## config.mk

```make
export PLATFORM = sky130hd
export DESIGN_NAME = hazard_ctrl_flat
export DESIGN_NICKNAME = d
export VERILOG_FILES = /design/src/rtl/core_pkg.sv /design/src/rtl/hazard_ctrl_if.sv /design/src/rtl/sb_shift.sv /design/src/rtl/hazard_ctrl.sv /design/src/flat_wrapper.sv
export SDC_FILE = /design/constraint.sdc
export NUM_CORES = 1
export LEC_CHECK = 0
export ABC_AREA = 1
export BUFFER_PORTS_ARGS = -buffer_cell sky130_fd_sc_hd__buf_2
export CAP_MARGIN = 20
export CORE_UTILIZATION = 50
export CTS_BUF_LIST = sky130_fd_sc_hd__clkbuf_16
export CTS_CLUSTER_SIZE = 40
export DETAILED_ROUTE_END_ITERATION = 12
export GPL_ROUTABILITY_DRIVEN = 0
export PLACE_DENSITY = 0.76
export SYNTH_ARGS = -nofsm -noshare
export SYNTH_HDL_FRONTEND = slang
export SYNTH_SLANG_ARGS = --single-unit
```

## constraint.sdc

```tcl
create_clock -name clk -period 1.87 [get_ports clk]
set_input_delay 0.187 -clock clk [delete_from_list [all_inputs] [get_ports clk]]
set_output_delay 0.187 -clock clk [all_outputs]
set_load 0.005 [all_outputs]
```

## src/rtl/core_pkg.sv

```systemverilog
// Shared types and constants for the integer core's hazard/flush control.
package core_pkg;

    localparam int unsigned WB_LAT    = 3;
    localparam int unsigned FLUSH_CYC = 2;
    localparam int unsigned REG_W     = 5;
    localparam int unsigned NREGS     = 32;

    typedef enum logic [REG_W-1:0] {
        OH_NOP  = 5'd0,
        OH_ADDI = 5'd1,
        OH_ADD  = 5'd2,
        OH_SUB  = 5'd3
    } oh_t;

    typedef enum logic {
        ST_RUN   = 1'b0,
        ST_FLUSH = 1'b1
    } state_t;

    typedef struct packed {
        logic             v;
        logic [REG_W-1:0] rd;
    } sb_entry_t;

endpackage

```

## src/rtl/hazard_ctrl_if.sv

```systemverilog
// Decode-side request and pipeline-control response bundle of hazard_ctrl.
interface hazard_ctrl_if;
    import core_pkg::*;

    logic             id_valid;
    logic [REG_W-1:0] oh;
    logic [REG_W-1:0] rs1_addr;
    logic [REG_W-1:0] rs2_addr;
    logic [REG_W-1:0] rd_addr;
    logic             rd_wen;
    logic             flush_req;
    logic             stall;
    logic             bubble;
    logic             flush;
    logic [NREGS-1:0] busy_mask;
    logic [31:0]      stall_cnt;

    modport master (
        output id_valid, oh, rs1_addr, rs2_addr, rd_addr, rd_wen, flush_req,
        input  stall, bubble, flush, busy_mask, stall_cnt
    );

    modport slave (
        input  id_valid, oh, rs1_addr, rs2_addr, rd_addr, rd_wen, flush_req,
        output stall, bubble, flush, busy_mask, stall_cnt
    );

endinterface

```

## src/rtl/sb_shift.sv

```systemverilog
// In-flight register-write scoreboard: one slot per stage between execute and writeback.
module sb_shift
    import core_pkg::*;
#(
    parameter int unsigned DEPTH = WB_LAT
) (
    input  logic             clk,
    input  logic             rst_n,
    input  sb_entry_t        entry_in,
    output logic [NREGS-1:0] busy_mask
);

    sb_entry_t slots [DEPTH];

    // Advance every slot each cycle; slot 0 takes the entry issued from decode.
    always_ff @(posedge clk) begin
        if (!rst_n) begin
            for (int unsigned i = 0; i < DEPTH; i++) begin
                slots[i] <= '0;
            end
        end else begin
            slots[0] <= entry_in;
            for (int unsigned i = 1; i < DEPTH; i++) begin
                slots[i] <= slots[i-1];
            end
        end
    end

    // One-hot OR of pending destinations; x0 never reads as busy.
    always_comb begin
        busy_mask = '0;
        for (int unsigned i = 0; i < DEPTH; i++) begin
            if (slots[i].v) begin
                busy_mask[slots[i].rd] = 1'b1;
            end
        end
        busy_mask[0] = 1'b0;
    end

endmodule

```

## src/rtl/hazard_ctrl.sv

```systemverilog
// Decode-stage RAW stall, redirect flush sequencing and stall-cycle counter.
module hazard_ctrl
    import core_pkg::*;
(
    input  logic         clk,
    input  logic         rst_n,
    hazard_ctrl_if.slave hc
);

    localparam int unsigned FCNT_W = (FLUSH_CYC > 1) ? $clog2(FLUSH_CYC) : 1;
    localparam logic [FCNT_W-1:0] FCNT_LOAD = FCNT_W'(FLUSH_CYC - 1);

    state_t            state;
    logic [FCNT_W-1:0] fcnt;
    logic              flush_q;
    logic [31:0]       stall_cnt_q;
    logic [NREGS-1:0]  busy_mask;

    logic      use_c;
    logic      hazard_c;
    logic      issue_c;
    logic      stall_c;
    logic      bubble_c;
    sb_entry_t issue_entry;

    sb_shift #(.DEPTH(WB_LAT)) u_sb (
        .clk       (clk),
        .rst_n     (rst_n),
        .entry_in  (issue_entry),
        .busy_mask (busy_mask)
    );

    // Hazard detect and same-cycle stall/bubble; redirect beats hazard beats issue.
    always_comb begin
        use_c       = hc.id_valid && (hc.oh != OH_NOP);
        hazard_c    = use_c && (busy_mask[hc.rs1_addr] || busy_mask[hc.rs2_addr]);
        stall_c     = 1'b0;
        bubble_c    = 1'b0;
        issue_c     = 1'b0;
        if (!rst_n) begin
            stall_c  = 1'b0;
        end else if ((state == ST_FLUSH) || hc.flush_req) begin
            bubble_c = 1'b1;
        end else if (hazard_c) begin
            stall_c  = 1'b1;
            bubble_c = 1'b1;
        end else begin
            issue_c  = use_c;
        end
        issue_entry.v  = issue_c && hc.rd_wen && (hc.rd_addr != 5'd0);
        issue_entry.rd = hc.rd_addr;
    end

    // Flush sequencer and saturating stall counter.
    always_ff @(posedge clk) begin
        if (!rst_n) begin
            state       <= ST_RUN;
            fcnt        <= '0;
            flush_q     <= 1'b0;
            stall_cnt_q <= '0;
        end else begin
            case (state)
                ST_RUN: begin
                    if (hc.flush_req) begin
                        state   <= ST_FLUSH;
                        fcnt    <= FCNT_LOAD;
                        flush_q <= 1'b1;
                    end
                end
                ST_FLUSH: begin
                    if (hc.flush_req) begin
                        fcnt <= FCNT_LOAD;
                    end else if (fcnt == '0) begin
                        state   <= ST_RUN;
                        flush_q <= 1'b0;
                    end else begin
                        fcnt <= fcnt - FCNT_W'(1);
                    end
                end
                default: begin
                    state   <= ST_RUN;
                    flush_q <= 1'b0;
                end
            endcase
            if (stall_c && (stall_cnt_q != 32'hFFFF_FFFF)) begin
                stall_cnt_q <= stall_cnt_q + 32'd1;
            end
        end
    end

    assign hc.stall     = stall_c;
    assign hc.bubble    = bubble_c;
    assign hc.flush     = flush_q && rst_n;
    assign hc.busy_mask = busy_mask;
    assign hc.stall_cnt = stall_cnt_q;

endmodule

```

## src/flat_wrapper.sv

```systemverilog
// flat-port wrapper written by rule: the top's interface ports become plain ports
module hazard_ctrl_flat import core_pkg::*;
  (clk, rst_n, hc_id_valid, hc_oh, hc_rs1_addr, hc_rs2_addr, hc_rd_addr, hc_rd_wen, hc_flush_req, hc_stall, hc_bubble, hc_flush, hc_busy_mask, hc_stall_cnt);
  hazard_ctrl_if hc_i ();
  input  logic clk;
  input  logic rst_n;
  input wire logic [$bits(hc_i.id_valid)-1:0] hc_id_valid;
  input wire logic [$bits(hc_i.oh)-1:0] hc_oh;
  input wire logic [$bits(hc_i.rs1_addr)-1:0] hc_rs1_addr;
  input wire logic [$bits(hc_i.rs2_addr)-1:0] hc_rs2_addr;
  input wire logic [$bits(hc_i.rd_addr)-1:0] hc_rd_addr;
  input wire logic [$bits(hc_i.rd_wen)-1:0] hc_rd_wen;
  input wire logic [$bits(hc_i.flush_req)-1:0] hc_flush_req;
  output wire logic [$bits(hc_i.stall)-1:0] hc_stall;
  output wire logic [$bits(hc_i.bubble)-1:0] hc_bubble;
  output wire logic [$bits(hc_i.flush)-1:0] hc_flush;
  output wire logic [$bits(hc_i.busy_mask)-1:0] hc_busy_mask;
  output wire logic [$bits(hc_i.stall_cnt)-1:0] hc_stall_cnt;
  assign hc_i.id_valid = hc_id_valid;
  assign hc_i.oh = hc_oh;
  assign hc_i.rs1_addr = hc_rs1_addr;
  assign hc_i.rs2_addr = hc_rs2_addr;
  assign hc_i.rd_addr = hc_rd_addr;
  assign hc_i.rd_wen = hc_rd_wen;
  assign hc_i.flush_req = hc_flush_req;
  assign hc_stall = hc_i.stall;
  assign hc_bubble = hc_i.bubble;
  assign hc_flush = hc_i.flush;
  assign hc_busy_mask = hc_i.busy_mask;
  assign hc_stall_cnt = hc_i.stall_cnt;
  hazard_ctrl u_core (.clk(clk), .rst_n(rst_n), .hc(hc_i));
endmodule
```

---- After elaboration in Yosys (flattened, before gate mapping) ----
Memories as Yosys holds them, arrays and structs flattened.
Cells that the tools add are included.
W data, S select, Z words.
storage, ports and cells
  input port bits ......................... 25
  RAM bits ................................ 18
  memories ................................ 1
  flip-flop bits (word level) ............. 35
  output and inout port bits .............. 67
  word-level logic and storage cells ...... 76
cells by class
  $add $sub $neg .......................... 2
  mux-type cells .......................... 37
  reduce and logical (&&, ||, !) cells .... 14
  bitwise gates (word level) .............. 6
  equal/unequal tests ..................... 4
  order comparisons ....................... 8
memory list
  name               words  bits a word  rd ports  clocked after memory_dff  wr ports  line            text
  u_core.u_sb.slots  3      6            3         0                         3         sb_shift.sv:13  sb_entry_t slots [DEPTH];
operators with widths
  kind                     number
  $mux W32                 3
  $or A32 B32 Y32          2
  $add A32 B1 Y32 const B  1
  $ne A32 B32 Y1 const B   1
  $lt A5 B6 Y1 const B     5
  $mux W1                  23
  $mux W6                  3
  $demux W1 S5             3
  $ge A5 B1 Y1 const B     3
  $bmux W1 S5              2
  $reduce_bool A5 Y1       2
  $logic_and A1 B1 Y1      9
  $ne A2 B2 Y1 const B     3
  $pmux W1 S2              3
  $or A1 B1 Y1             3
  $reduce_and A3 Y1        1
  $logic_or A1 B1 Y1       2
  $not A1 Y1               1
  $sub A1 B1 Y1 const B    1

---- Depth between registers and ports, before layout ----
Gate-level depths: netlist of run 1.
An unclocked memory read counts as a cell.
  depth in word-level cells ............... 20
  gate-level depth with buffers ........... 19

---- Modules after synthesis ----
Synthesis of run 1 repeated with hierarchy kept, for this count alone.
unflattened totals
  cells, all modules ...................... 785
  area total of the unflattened synthesis .. 4292.9 µm²
modules (own cells, without submodules)
  module       area each (µm²)  times used  cells each
  hazard_ctrl  2967.8           1           534
  sb_shift     1325.0           1           251

---- Least setup slack after synthesis of run 1 ----
Ideal clock, no wire load.
  path kind ............................... register -> register
  from .................................... register u_core.stall_cnt_q[0] (netlist: u_core.hc.stall_cnt[0])
  to ...................................... register u_core.stall_cnt_q[18] (netlist: u_core.hc.stall_cnt[18])
  cell stages (with the launch flop) ...... 19
  clock period less this slack ............ 2.096 ns
  buffers on the path ..................... 0
  setup slack ............................. -0.226 ns
  arrival ................................. 1.983 ns
  cells stage by stage .................... dfxtp_1 ha_1 nand2_1 inv_1 nand2_1 inv_1 nand3_1 nor2_1 inv_1 nor2_1 nand3_1 nor2_1 inv_1 nor2_1 inv_1 nand4_1 nor2_1 nor2_1 nor2_1
on the way
  word-level cells in the longest chain between the ends .. 2
  elaborated cells on any way between the ends .. 3
ends and longest elaborated chain
  element                                                  line               text
  from (decl)                                              hazard_ctrl.sv:16  logic [31:0] stall_cnt_q;
  from (signal assigned)                                   hazard_ctrl.sv:86  stall_cnt_q <= stall_cnt_q + 32'd1;
  branches (longest 2 deep; another with $add A32 B1 Y32)  --
Parallel ways; which one is timed is not known.
A chain may end at the register's enable or synchronous reset.

==> impl_metrics.json, run 1 <==
{
  "timing.final.ws_setup_ps": -597,
  "grt_first_pass_wirelength_um": 22900,
  "cts_buffers": 5,
  "p_leak_nw": 3.31,
  "synth_area_um2": 4010,
  "drive_gt1_frac": 0.421,
  "r2r_slack_ps": -560,
  "hpwl_um": 10300,
  "ys_types": 32,
  "r2r-end": "u_core.hc.stall_cnt[4]",
  "clock.fmax_ghz": 0.405,
  "ys_seq_elements": 53,
  "clk_pin_slew_ps": 70,
  "num_rows": 32,
  "status": "finished, violations left",
  "clock_latency_ps": 300,
  "worst_slew_pin_slew_ps": 607,
  "violations": "setup timing",
  "overflow": 0,
  "max_cap_viol_count": 0,
  "wl_um": 15100,
  "via_per_inst": 5.39,
  "vdd_ir_drop_max_uv": 378,
  "finalCritPeriodShare": 1.32,
  "syn_area_per_cell_um2": 5.46,
  "port_buffers": 90,
  "root_buffer": "clkbuf_16",
  "reg2reg_depth": 17,
  "diodes": 0,
  "grt_usage": 0.337,
  "total_power_mw": 2.53,
  "layoutNonFillerInstCount": 1033,
  "finalHoldViolCount": 0,
  "drv_slew": 0,
  "postCtsHoldBufs": 0,
  "drc": 0,
  "busiest_layer": "met2",
  "synthesis.nets": 761,
  "grt_use_met3": 0.0570,
  "fp.dieH_um": 91.6,
  "nets": 956,
  "mostFrequentLayoutCell": "nand2_1",
  "min_period_ps": 2470,
  "critPathMaxFanout": 5,
  "use_met1": 0.370,
  "ys_seq_area_frac": 0.265,
  "hold_depth": 3,
  "yosysWarnings": 0,
  "drt-pass1-iter-count": 5,
  "fillCellCount": 527,
  "critPathRequiredTime_ps": 1680,
  "setup_violations": 35,
  "finClkSkew_ps": 5.32,
  "min_path_type": "in2reg",
  "clockBufferDepth": 2,
  "dp_cells": 998,
  "vias": 5565,
  "dieArea_um2": 8390,
  "cts.sinks": 53,
  "relSlewSlack": 0.585,
  "coreArea_um2": 7730,
  "layout_common_cells": "nand2_1, buf_4, nor2_1",
  "setup.worst_path.class": "reg2out",
  "grt_max_degree": 51,
  "hp-start": "hc_rd_addr[3]",
  "hold_path_end": "u_core.u_sb.slots[0][3]",
  "antenna_found_initial": 0,
  "power.density_nw_per_um2": 404,
  "critical_path_arrival_ps": 2280,
  "r2r-start": "u_core.u_sb.slots[0][1]",
  "grt_pass1_vias": 5008,
  "rsz0062_at_grt": "true",
  "syn_to_final_growth_pct": 55.8,
  "met2_usage": 0.622,
  "tritoncts": "done",
  "wl_per_cell_um": 14.6,
  "ios": 92,
  "ctsHtreeMaxLevel": 2,
  "synthesis.instances": 735,
  "drtIter0Drc": 371,
  "antenna_left": 0,
  "endpoint_kind": "output port",
  "initial_core_util": 0.519,
  "crit_path_start_kind": "flop",
  "die_w_um": 91.6
}
==> routing by layer <==
layer	vias up	routed length, um
met2	290	7670
li1	2681	-
met5	-	0
met4	0	720
met3	72	1100
met1	2522	5570
==> cell usage after synthesis <==
cell / number / area share
a2111oi_0: 1 / 0.0022
a21oi_1: 21 / 0.026
and3_1: 3 / 0.0047
buf_1: 1 / 0.00093
buf_2: 5 / 0.0062
buf_4: 3 / 0.0056
buf_6: 1 / 0.0028
clkbuf_1: 6 / 0.0056
clkinv_1: 2 / 0.0019
conb_1: 1 / 0.00093
dfxtp_1: 53 / 0.26
ha_1: 1 / 0.0031
inv_1: 81 / 0.076
inv_2: 2 / 0.0019
nand2_1: 269 / 0.25
nand2_2: 1 / 0.0016
nand3_1: 82 / 0.10
nand3_2: 14 / 0.035
nand4_1: 12 / 0.019
nand4_2: 1 / 0.0031
nor2_1: 144 / 0.13
nor2_2: 9 / 0.014
nor2_4: 1 / 0.0028
nor3_1: 4 / 0.0050
nor3_2: 1 / 0.0025
nor3b_1: 3 / 0.0056
o211ai_1: 1 / 0.0019
o21ai_0: 6 / 0.0075
o21bai_1: 3 / 0.0056
o31ai_1: 1 / 0.0019
o41ai_1: 1 / 0.0022
or2_2: 1 / 0.0016
==> critical path, stage by stage, from the launching register on <==
cell	delay (ps)
dfxtp_2	380
nand2_4	90
nor2_4	210
buf_4	180
nand2_1	110
nand3_1	140
nand3_1	100
nand2_1	80
nand3_1	80
nand3_1	100
nand2_2	70
nand2_4	110
nand2_2	70
a21oi_2	130
buf_2	120
==> power breakdown <==
| group | switching (mW) | internal [mW] | leakage, nW |
|---|---|---|---|
| Combinational | 0.239 | 0.147 | 2.80 |
| Sequential | 0.0357 | 1.14 | 0.443 |
| Clock | 0.455 | 0.506 | 0.0680 |
| Total | 0.730 | 1.80 | 3.31 |
==> registers in the layout, indices dropped and copies added, names as in the netlist <==
name	cells
u_core.u_sb.slots	18
u_core.fcnt	1
u_core.state	1
u_core.flush_q	1
u_core.hc.stall_cnt	32
==> stage by stage <==
step / hold slack (ps) / TNS (ps) / area (um2) / util / setup WS [ps]
floorplan: 284 / -2510 / 4330 / - / -127
global placement: 386 / -13480 / 5470 / 0.708 / -530
global route: 110 / -21890 / 6250 / 0.809 / -709
finish: 98.9 / -17310 / 6250 / 0.809 / -597
CTS: 87.7 / -11000 / 5890 / 0.762 / -400
detailed placement: 391 / -15850 / 5470 / 0.708 / -623
==> kinds of logic (layout without fill, tap and decap cells) <==
| logic type | after synthesis | after routing | synth area share |
|---|---|---|---|
| buffers and inverters | 101 | 297 | 0.101 |
| and+or+nand+nor | 545 | 545 | 0.583 |
| DFF | 53 | 53 | 0.265 |
| adders and majority gates | 1 | 1 | 0.00312 |
| AOI/OAI and AO/OA | 34 | 34 | 0.0474 |
| other | 1 | 1 | 0.000935 |
==> final cells by class <==
| class | count | area (um2) | share of cell area |
|---|---|---|---|
| inverters | 85 | 332 | 0.0530 |
| clock buffers | 5 | 125 | 0.0200 |
| repair buffers | 204 | 1370 | 0.219 |
| flip-flops and latches | 53 | 1110 | 0.178 |
| well taps | 102 | 128 | 0.0204 |
| multi-input cells | 581 | 3160 | 0.505 |
| clock inverters | 3 | 26.3 | 0.00420 |
==> repair_timing <==
action | CTS | global route
hold endpoints to repair | 0 | 0
resized for setup | 55 | 64
buffers inserted | 10 | 17
endpoints found under the setup margin | 36 | 35
pin swaps | 15 | 27
==> worst max path at each step <==
stage / start / to / cells after the start
after floorplan: u_core.hc.stall_cnt[0] / u_core.hc.stall_cnt[9] / 17
after global placement: u_core.u_sb.slots[0][8] / u_core.hc.stall_cnt[8] / 17
after detailed placement: u_core.u_sb.slots[0][8] / u_core.hc.stall_cnt[9] / 17
after CTS: u_core.u_sb.slots[0][0] / hc_bubble / 15
after global routing: u_core.u_sb.slots[0][5] / hc_bubble / 14
final: u_core.u_sb.slots[0][1] / hc_bubble / 14
No activity file was read; power rests on OpenSTA's default activity.
==> run 2, diff against run 1 <==
--- a/config.mk
+++ b/config.mk
@@ -8,12 +8,12 @@
 export ABC_AREA = 1
 export BUFFER_PORTS_ARGS = -buffer_cell sky130_fd_sc_hd__buf_2
 export CAP_MARGIN = 20
-export CORE_UTILIZATION = 50
+export CORE_UTILIZATION = 30
 export CTS_BUF_LIST = sky130_fd_sc_hd__clkbuf_16
 export CTS_CLUSTER_SIZE = 40
 export DETAILED_ROUTE_END_ITERATION = 12
 export GPL_ROUTABILITY_DRIVEN = 0
-export PLACE_DENSITY = 0.76
+export PLACE_DENSITY = 0.49
 export SYNTH_ARGS = -nofsm -noshare
 export SYNTH_HDL_FRONTEND = slang
 export SYNTH_SLANG_ARGS = --single-unit
==> run 2 against run 1 <==
The flow still finishes with violations (setup timing). Critical endpoint is now hc_stall. Via count fell by 5.7%. Wire length fell by 3.0%. Critical path depth rose by 3. Count of clock-buffer cells in the layout did not move. Worst setup slack improved by 100 ps. Worst hold slack got worse by 3.7 ps.
==> impl_metrics.json, run 2 (synthesis gave the netlist of run 1 again) <==
{
  "coreArea_um2": 12800,
  "ios": 92,
  "drt-pass1-iter-count": 5,
  "dieArea_um2": 13800,
  "highest_layer": "met4",
  "wl_per_cell_um": 13.1,
  "finalCritPeriodShare": 1.26,
  "largest_reg_flops": 32,
  "cts_buffers": 5,
  "vias": 5246,
  "endpoint_kind": "output port",
  "max_cap_viol_count": 0,
  "crit_start": "u_core.u_sb.slots[0][7]",
  "mostFrequentLayoutCell": "nand2_1",
  "hpwl_um": 11200,
  "nets": 969,
  "grt_first_pass_wirelength_um": 24000,
  "syn_to_final_growth_pct": 60.3,
  "timing.final.ws_setup_ps": -492,
  "ctsHtreeMaxLevel": 2,
  "initial_core_util": 0.313,
  "via_per_inst": 4.70,
  "die_w_um": 118,
  "grt_pass1_vias": 5044,
  "wl_um": 14600,
  "drc": 0,
  "r2r-start": "u_core.u_sb.slots[0][7]",
  "relSlewSlack": 0.632,
  "fillCellCount": 1333,
  "root_buffer": "clkbuf_16",
  "finalHoldViolCount": 0,
  "wl_met1_um": 6200,
  "antenna_left": 0,
  "finClkSkew_ps": 9.13,
  "final_area_um2": 6430,
  "status": "finished, violations left",
  "cts.sinks": 53,
  "num_rows": 41,
  "min_path_type": "in2reg",
  "min_period_ps": 2360,
  "crit_path_start_kind": "flop",
  "tritoncts": "done",
  "drive_gt1_frac": 0.436,
  "clockBufferDepth": 2,
  "grt_usage": 0.212,
  "drtIter0Drc": 243,
  "clock.fmax_ghz": 0.423,
  "total_power_mw": 2.52,
  "diodes": 0,
  "critPathMaxFanout": 8,
  "power.density_nw_per_um2": 392,
  "place_area_um2": 5680,
  "drv_slew": 0,
  "clock_latency_ps": 300,
  "worst_slew_pin_slew_ps": 552,
  "setup_violations": 35,
  "met3_length_um": 626,
  "critPathRequiredTime_ps": 1680,
  "layout_common_cells": "nand2_1, buf_4, nor2_1",
  "overflow": 0,
  "critical_path_arrival_ps": 2170,
  "hp-start": "hc_rd_addr[2]",
  "p_leak_nw": 3.36,
  "violations": "setup timing",
  "setup.worst_path.class": "reg2out",
  "fp.dieH_um": 118,
  "dpl_worst_slack_ps": -642,
  "vdd_ir_drop_max_uv": 476,
  "grt_max_degree": 51,
  "hold_ws_ps": 95.2,
  "port_buffers": 90,
  "antenna_found_initial": 0,
  "clk_pin_slew_ps": 70,
  "dr_wl_met2_um": 7400,
  "rsz0062_at_grt": "true"
}
==> run 2: cell types whose count changed in the layout (fill, tap and decap cells not counted), moves of 2 or more <==
| cell | change |
|---|---|
| buf_4 | +15 |
| nor2_2 | +6 |
| nand2_2 | +5 |
| buf_6 | -4 |
| dfxtp_2 | -4 |
| dfxtp_4 | +4 |
| nor2_4 | -4 |
| nand2_1 | -3 |
| nand3_2 | +3 |
| buf_2 | +2 |
| nand2_4 | -2 |
| nand3_1 | -2 |
| nor2_1 | -2 |
| o21ai_0 | +2 |
==> run 2: per-layer routing <==
| metal | vias to the layer above | GRT usage |
|---|---|---|
| met1 | 2364 | 0.246 |
| li1 | 2713 | - |
| met5 | - | 0 |
| met2 | 141 | 0.396 |
| met4 | 0 | 0.0697 |
| met3 | 28 | 0.0286 |
==> run 2: cell type report <==
class / count / area (um2) / area share
Multi-Input combinational cell: 581 / 3160 / 0.491
Sequential cell: 53 / 1120 / 0.175
Clock buffer: 5 / 125 / 0.0195
Tap cell: 172 / 215 / 0.0335
Timing Repair Buffer: 217 / 1440 / 0.225
Clock inverter: 3 / 26.3 / 0.00409
Inverter: 85 / 337 / 0.0524
==> run 2: where the power goes <==
group	total [mW]	switching [mW]	internal, mW	leakage, nW
sequential	1.17	0.0327	1.14	0.444
combinational	0.394	0.234	0.160	2.85
clock	0.957	0.451	0.506	0.0680
total	2.52	0.717	1.80	3.36
==> run 2: worst paths after layout <==
check                                  end  slack, ps  cells past startpoint
hold reg to reg   u_core.u_sb.slots[0][11]        460                      2
setup reg to reg   u_core.hc.stall_cnt[20]       -470                     21
hold / removal     u_core.u_sb.slots[0][2]        100                      3
setup / recovery                  hc_stall       -490                     17
==> run 2: per-stage QoR <==
step,util,instances,setup TNS [ps]
5_1_grt,0.501,1116,-20660
2_1_floorplan,-,735,-2510
3_5_place_dp,0.443,1085,-16820
4_1_cts,0.484,1108,-13570
6_report,0.501,1116,-13640
3_3_place_gp,0.443,1085,-15770
==> run 2: what timing repair did <==
item | 4_1_cts | 5_1_grt
hold buffers | 0 | 0
pin swaps | 25 | 19
setup buffers | 16 | 8
resized for setup | 69 | 50
setup endpoints to repair | 35 | 35
==> run 2: worst max-delay path, cell delays in order (launching register included) <==
cell and delay (ps):
dfxtp_4 360, inv_2 60, nand2_4 60, nor2_4 210, nand2_1 110, nand3_2 130, nand2_1 70, nand2_1 50
nor2_1 40, nand2_1 50, nand3_1 70, nand3_1 90, nand2_1 80, nand2_2 130, nand3_2 90, buf_6 130
inv_4 40, buf_2 100
